--- src/rtl/serv_immenc_pkg.sv ---
// Shared types and constants for the bit-serial immediate encoder.
// Optional range check is enabled by defining SERV_IMMENC_RANGE_CHECK_EN.
package serv_immenc_pkg;

   typedef enum logic [2:0] {
      FMT_I = 3'd0,
      FMT_S = 3'd1,
      FMT_B = 3'd2,
      FMT_U = 3'd3,
      FMT_J = 3'd4
   } fmt_e;

   typedef enum logic [1:0] {
      ST_IDLE  = 2'd0,
      ST_SHIFT = 2'd1,
      ST_DONE  = 2'd2
   } state_e;

   localparam logic [6:0] OPC_OP_IMM = 7'h13;
   localparam logic [6:0] OPC_STORE  = 7'h23;
   localparam logic [6:0] OPC_BRANCH = 7'h63;
   localparam logic [6:0] OPC_LUI    = 7'h37;
   localparam logic [6:0] OPC_AUIPC  = 7'h17;
   localparam logic [6:0] OPC_JAL    = 7'h6F;

   // True when the bits selected by mask are all ones or all zeros (sign-extension holds).
   function automatic logic upper_fits(input logic [31:0] imm, input logic [31:0] mask);
      return ((imm & mask) == mask) || ((imm & mask) == '0);
   endfunction

endpackage

--- src/rtl/serv_immenc_if.sv ---
// Handshake and field bus of the bit-serial immediate encoder.
interface serv_immenc_if;

   logic        i_start;
   logic [2:0]  i_fmt;
   logic [6:0]  i_opcode;
   logic [2:0]  i_funct3;
   logic [4:0]  i_rd;
   logic [4:0]  i_rs1;
   logic [4:0]  i_rs2;
   logic        i_imm;
   logic        i_imm_en;
   logic        o_busy;
   logic        o_valid;
   logic        i_ready;
   logic [31:0] o_insn;
   logic        o_err;

   modport slave (
      input  i_start, i_fmt, i_opcode, i_funct3, i_rd, i_rs1, i_rs2,
      input  i_imm, i_imm_en, i_ready,
      output o_busy, o_valid, o_insn, o_err
   );

   modport master (
      output i_start, i_fmt, i_opcode, i_funct3, i_rd, i_rs1, i_rs2,
      output i_imm, i_imm_en, i_ready,
      input  o_busy, o_valid, o_insn, o_err
   );

endinterface

--- src/rtl/serv_immenc_pack.sv ---
// Combinational scatter of a 32-bit immediate into an RV32I instruction word.
// Range check present only when SERV_IMMENC_RANGE_CHECK_EN is defined.
module serv_immenc_pack
   import serv_immenc_pkg::*;
(
   input  logic [31:0] i_imm,
   input  logic [2:0]  i_fmt,
   input  logic [6:0]  i_opcode,
   input  logic [2:0]  i_funct3,
   input  logic [4:0]  i_rd,
   input  logic [4:0]  i_rs1,
   input  logic [4:0]  i_rs2,
   output logic [31:0] o_insn,
   output logic        o_err
);

   always_comb begin
      o_insn = '0;
      case (i_fmt)
         FMT_S:   o_insn = {i_imm[11:5], i_rs2, i_rs1, i_funct3, i_imm[4:0], i_opcode};
         FMT_B:   o_insn = {i_imm[12], i_imm[10:5], i_rs2, i_rs1, i_funct3,
                            i_imm[4:1], i_imm[11], i_opcode};
         FMT_U:   o_insn = {i_imm[31:12], i_rd, i_opcode};
         FMT_J:   o_insn = {i_imm[20], i_imm[10:1], i_imm[11], i_imm[19:12], i_rd, i_opcode};
         // I-type and the illegal codes share the I layout
         default: o_insn = {i_imm[11:0], i_rs1, i_funct3, i_rd, i_opcode};
      endcase
   end

`ifdef SERV_IMMENC_RANGE_CHECK_EN
   always_comb begin
      o_err = 1'b1;
      case (i_fmt)
         FMT_I, FMT_S: o_err = !upper_fits(i_imm, 32'hFFFF_F800);
         FMT_B:        o_err = !upper_fits(i_imm, 32'hFFFF_F000) || i_imm[0];
         FMT_U:        o_err = |i_imm[11:0];
         FMT_J:        o_err = !upper_fits(i_imm, 32'hFFF0_0000) || i_imm[0];
         default:      o_err = 1'b1;
      endcase
   end
`else
   assign o_err = 1'b0;
`endif

endmodule

--- src/rtl/serv_immenc.sv ---
// Bit-serial immediate encoder: collects 32 immediate bits LSB first and presents
// a parallel RV32I word with valid/ready. SERV_IMMENC_RANGE_CHECK_EN enables o_err.
module serv_immenc
   import serv_immenc_pkg::*;
(
   input  logic          i_clk,
   input  logic          i_rst_n,
   serv_immenc_if.slave  io_bus
);

   state_e      r_state;
   state_e      w_next;
   logic [4:0]  r_cnt;
   logic [31:0] r_imm;
   logic [2:0]  r_fmt;
   logic [6:0]  r_opcode;
   logic [2:0]  r_funct3;
   logic [4:0]  r_rd;
   logic [4:0]  r_rs1;
   logic [4:0]  r_rs2;

   logic        w_accept;
   logic        w_shift;
   logic [31:0] w_insn;
   logic        w_err;

   assign w_accept = io_bus.i_start &&
                     ((r_state == ST_IDLE) || ((r_state == ST_DONE) && io_bus.i_ready));
   assign w_shift  = (r_state == ST_SHIFT) && io_bus.i_imm_en;

   always_ff @(posedge i_clk or negedge i_rst_n) begin
      if (!i_rst_n) r_state <= ST_IDLE;
      else          r_state <= w_next;
   end

   always_comb begin
      w_next = r_state;
      case (r_state)
         ST_IDLE:  if (io_bus.i_start) w_next = ST_SHIFT;
         ST_SHIFT: if (w_shift && (r_cnt == 5'd31)) w_next = ST_DONE;
         ST_DONE:  if (io_bus.i_ready) w_next = io_bus.i_start ? ST_SHIFT : ST_IDLE;
         default:  w_next = ST_IDLE;
      endcase
   end

   always_ff @(posedge i_clk or negedge i_rst_n) begin
      if (!i_rst_n) begin
         r_cnt    <= '0;
         r_imm    <= '0;
         r_fmt    <= '0;
         r_opcode <= '0;
         r_funct3 <= '0;
         r_rd     <= '0;
         r_rs1    <= '0;
         r_rs2    <= '0;
      end else if (w_accept) begin
         r_cnt    <= '0;
         r_fmt    <= io_bus.i_fmt;
         r_opcode <= io_bus.i_opcode;
         r_funct3 <= io_bus.i_funct3;
         r_rd     <= io_bus.i_rd;
         r_rs1    <= io_bus.i_rs1;
         r_rs2    <= io_bus.i_rs2;
      end else if (w_shift) begin
         // LSB arrives first, so after 32 right shifts bit 0 holds imm[0]
         r_imm <= {io_bus.i_imm, r_imm[31:1]};
         r_cnt <= r_cnt + 5'd1;
      end
   end

   serv_immenc_pack u_pack (
      .i_imm    (r_imm),
      .i_fmt    (r_fmt),
      .i_opcode (r_opcode),
      .i_funct3 (r_funct3),
      .i_rd     (r_rd),
      .i_rs1    (r_rs1),
      .i_rs2    (r_rs2),
      .o_insn   (w_insn),
      .o_err    (w_err)
   );

   assign io_bus.o_busy  = (r_state == ST_SHIFT);
   assign io_bus.o_valid = (r_state == ST_DONE);
   assign io_bus.o_insn  = (r_state == ST_DONE) ? w_insn : '0;
   assign io_bus.o_err   = (r_state == ST_DONE) ? w_err  : 1'b0;

endmodule
--- src/flat_wrapper.sv ---
// flat-port wrapper written by rule: the top's interface ports become plain ports
module serv_immenc_flat import serv_immenc_pkg::*;
  (i_clk, i_rst_n, io_bus_i_start, io_bus_i_fmt, io_bus_i_opcode, io_bus_i_funct3, io_bus_i_rd, io_bus_i_rs1, io_bus_i_rs2, io_bus_i_imm, io_bus_i_imm_en, io_bus_i_ready, io_bus_o_busy, io_bus_o_valid, io_bus_o_insn, io_bus_o_err);
  serv_immenc_if io_bus_i ();
  input  logic i_clk;
  input  logic i_rst_n;
  input wire logic [$bits(io_bus_i.i_start)-1:0] io_bus_i_start;
  input wire logic [$bits(io_bus_i.i_fmt)-1:0] io_bus_i_fmt;
  input wire logic [$bits(io_bus_i.i_opcode)-1:0] io_bus_i_opcode;
  input wire logic [$bits(io_bus_i.i_funct3)-1:0] io_bus_i_funct3;
  input wire logic [$bits(io_bus_i.i_rd)-1:0] io_bus_i_rd;
  input wire logic [$bits(io_bus_i.i_rs1)-1:0] io_bus_i_rs1;
  input wire logic [$bits(io_bus_i.i_rs2)-1:0] io_bus_i_rs2;
  input wire logic [$bits(io_bus_i.i_imm)-1:0] io_bus_i_imm;
  input wire logic [$bits(io_bus_i.i_imm_en)-1:0] io_bus_i_imm_en;
  input wire logic [$bits(io_bus_i.i_ready)-1:0] io_bus_i_ready;
  output wire logic [$bits(io_bus_i.o_busy)-1:0] io_bus_o_busy;
  output wire logic [$bits(io_bus_i.o_valid)-1:0] io_bus_o_valid;
  output wire logic [$bits(io_bus_i.o_insn)-1:0] io_bus_o_insn;
  output wire logic [$bits(io_bus_i.o_err)-1:0] io_bus_o_err;
  assign io_bus_i.i_start = io_bus_i_start;
  assign io_bus_i.i_fmt = io_bus_i_fmt;
  assign io_bus_i.i_opcode = io_bus_i_opcode;
  assign io_bus_i.i_funct3 = io_bus_i_funct3;
  assign io_bus_i.i_rd = io_bus_i_rd;
  assign io_bus_i.i_rs1 = io_bus_i_rs1;
  assign io_bus_i.i_rs2 = io_bus_i_rs2;
  assign io_bus_i.i_imm = io_bus_i_imm;
  assign io_bus_i.i_imm_en = io_bus_i_imm_en;
  assign io_bus_i.i_ready = io_bus_i_ready;
  assign io_bus_o_busy = io_bus_i.o_busy;
  assign io_bus_o_valid = io_bus_i.o_valid;
  assign io_bus_o_insn = io_bus_i.o_insn;
  assign io_bus_o_err = io_bus_i.o_err;
  serv_immenc u_core (.i_clk(i_clk), .i_rst_n(i_rst_n), .io_bus(io_bus_i));
endmodule
--- config.mk ---
export PLATFORM = sky130hd
export DESIGN_NAME = serv_immenc_flat
export DESIGN_NICKNAME = d
export VERILOG_FILES = /design/src/rtl/serv_immenc_pkg.sv /design/src/rtl/serv_immenc_if.sv /design/src/rtl/serv_immenc_pack.sv /design/src/rtl/serv_immenc.sv /design/src/flat_wrapper.sv
export SDC_FILE = /design/constraint.sdc
export NUM_CORES = 1
export LEC_CHECK = 0
export BUFFER_PORTS_ARGS = -buffer_cell sky130_fd_sc_hd__buf_2
export CORE_MARGIN = 3
export CORE_UTILIZATION = 45
export DETAILED_ROUTE_END_ITERATION = 12
export HOLD_SLACK_MARGIN = 0.06
export MAX_ROUTING_LAYER = met4
export PLACE_DENSITY = 0.67
export SLEW_MARGIN = 25
export SYNTH_ARGS = -nofsm -noshare
export SYNTH_HDL_FRONTEND = slang
export SYNTH_SLANG_ARGS = --single-unit
--- constraint.sdc ---
create_clock -name i_clk -period 4.1 [get_ports i_clk]
set_input_delay 0.82 -clock i_clk [delete_from_list [all_inputs] [get_ports i_clk]]
set_output_delay 0.82 -clock i_clk [all_outputs]
set_load 0.02 [all_outputs]
==> impl_metrics.toml <==
[cts]
clkLatencyLatePin_ns = 0.34
clk_path_buf_depth = 2
cts_tree = "built"
cts_root_buf = "clkbuf_8"
path_clk_slew_ns = 0.07
numCtsBuffers = 9
htreeDepth = 3
cts_resized = 0
clock_sinks = 67
postCtsSetupBuffers = 0
cts_hold_buf = 0

[worst_setup_path]
startpoint_type = "flip-flop"
critPathCaptureType = "output port"
cp.arrival_ns = 2.59
critPathLaunch = "u_core.r_fmt[0]"
required_ns = 3.28
worstSetupPathType = "flip-flop to output port"
crit_fanout = 22
reg2reg_from = "u_core.r_state[0]"
reg2reg_to = "u_core.r_rs1[4]"
r2r_cells = 3
reg2reg_slack_ns = 2.11

[synthesis]
synth_xor_area_share_pct = 0.7689
synth.distinct_cells = 43
ys_seq_area_share_pct = 49.07
synth_commonest_cells = "nand2_1, dfrtp_1, mux2_4"
yosysMostFrequentCell = "nand2_1"
synth_compound_area_share_pct = 10.84
yosys_warnings = 0
synthTopCellsByArea = "dfrtp_1, nand2_1, mux2_4"
syn_nets = 382
synthMuxAreaShare_pct = 13.44
synth-edff-count = 0
avgSynthCellArea_sq_um = 9.876
synth_top_area_share_pct = 49.07
async_flop_share_pct = 100.0
synth_top_area_cell = "dfrtp_1"
synthCells = 346
ys_ff_latch = 67
yosys.area_share.simple_pct = 20.21
synth_top_family_by_area = "simple AND/OR/NAND/NOR gates"
synth-adder-area-share_pct = 0.7323
syn_area_sq_um = 3417
synth_flop_cell = "dfrtp_1"

[pwr]
p_sw_w = 0.0006929
seq_power_share_pct = 50.0
vdd.ir_drop.worst_mv = 0.2768
powerDensity_nw_per_um2 = 537.4
leakagePower_nw = 2.020
swShare_pct = 32.79
p_clk_share_pct = 23.7
pwr-share-comb_pct = 26.3
total_power_w = 0.002113
internal_power_w = 0.001420

[die]
die_w_um = 93.14
die_y_um = 93.14
core_area_sq_um = 7292
start_util_pct = 46.86
design.die.area_sq_um = 8675
io_pins = 69
rows = 31

[global_routing]
grt_antenna_before_repair = 0
grt_pass1_vias = 2576
track_usage_pct = 19.65
grt_max_degree = 41
grt-ovfl-total = 0
grt_pass1_wl_um = 12920

[drt]
wire_per_inst_um = 15.02
via_per_inst = 5.172
vias = 2622
drc = 0
antenna_left = 0
wirelength_um = 7617
drt_pass1_iterations = 4
drtIter0Drc = 148

[sta]
period_minus_slack_ns = 3.406
finalHoldViolations = 0
holdWs_ns = 0.4962
setup_slack_ns = 0.6940
max_freq_mhz = 293.6
rsz0062_at_grt = "false"
clock_skew_ns = 0.008493
worst_slew_pin_slew_ns = 0.9729
slew_headroom_pct = 35.14
setup_viol = 0
finalMaxSlewViolations = 0
min_period_over_period_pct = 83.07
tns_ns = 0

[min_path]
hold_class = "primary input to asynchronous set/reset pin"

[run]
cap_violations = 0

[outcome]
status = "completed"

[place]
portBuffers = 67
gp_congestion = 0.7614
place_hpwl_um = 5128
dp_slack_ns = 1.104

[layout]
utilization_pct = 53.93
num_antenna_cells = 0
syn_to_final_growth_pct = 15.09
n_fill_cell = 701
drive_above_1_share_pct = 29.90
nets = 440
## metal layers
layer | vias up | global-route usage (%) | routed length [um]
met1 | 1248 | 27.22 | 3708
met5 | - | - | 0
met4 | 0 | 5.495 | 85
met2 | 83 | 28.55 | 3386
li1 | 1283 | - | -
met3 | 8 | 5.390 | 436
## how the worst max path moves through the flow
stage | end | cells after the start
4_1_cts | io_bus_o_insn[20] | 4
3_3_place_gp | io_bus_o_insn[20] | 4
5_1_grt | io_bus_o_insn[20] | 4
6_report | io_bus_o_insn[20] | 4
3_5_place_dp | io_bus_o_insn[20] | 4
2_1_floorplan | io_bus_o_insn[7] | 5
## worst max-delay path, cell delays in order, from the launching register on
cell and delay (ns):
dfrtp_1 0.85, nand3b_1 0.67, o211ai_1 0.32, o221a_2 0.24, buf_2 0.16
## cell families after synthesis
family,count (synthesis)
AND/OR/NAND/NOR,156
adder cells (fa/ha/maj),2
flip-flops,67
XOR/XNOR,3
other,1
buffers and inverters,27
AO/OA/AOI/OAI,57
multiplexers,33
## stage by stage
stage | instance area, sq um | instances
2_1_floorplan | 3417 | 346
3_3_place_gp | 3754 | 492
3_5_place_dp | 3754 | 492
4_1_cts | 3933 | 507
5_1_grt | 3933 | 507
6_report | 3933 | 507
## sequential cells by signal (all words and copies together) (netlist names)
register,cells
u_core.r_imm,32
u_core.r_opcode,7
u_core.r_cnt,5
u_core.r_rd,5
u_core.r_rs1,5
u_core.r_rs2,5
u_core.r_fmt,3
u_core.r_funct3,3
u_core.r_state,2
## power by group through the flow
stage	registers [W]	logic (W)	clock network (W)
floorplan	0.000962	0.000532	0
global placement	0.00106	0.000540	0
detailed placement	0.00106	0.000556	0
CTS	0.00105	0.000563	0.000517
global route	0.00109	0.000632	0.000549
finish	0.00106	0.000557	0.000501
## layout make-up
| class | count | area [sq um] | area share, % |
|---|---|---|---|
| multi-input combinational | 252 | 1577 | 40.09 |
| timing repair buffer | 71 | 365.4 | 9.290 |
| clock inverter | 2 | 10.01 | 0.2545 |
| inverter | 3 | 11.26 | 0.2864 |
| tap | 99 | 123.9 | 3.150 |
| clock buffer | 13 | 168.9 | 4.295 |
| sequential | 67 | 1677 | 42.63 |
## cells in the final DEF, fill, tap and decap left out, types with 2 or more instances in the layout
master and instances:
xor2_1 2, nor2_1 6, a22o_1 2, mux2i_1 5, mux2_2 3, dfrtp_1 67
clkinv_2 2, or3b_1 2, mux2_4 25, o221a_2 5, inv_1 3, buf_4 4
and3b_1 2, ha_1 2, a2bb2oi_1 4, nor2b_1 2, and2_1 7, o21ai_0 16
nand2b_1 4, nand2_1 110, nand3b_1 2, a21oi_1 20, buf_2 67, clkbuf_8 12
nand3_1 15
(Power assumes the default switching activity.)
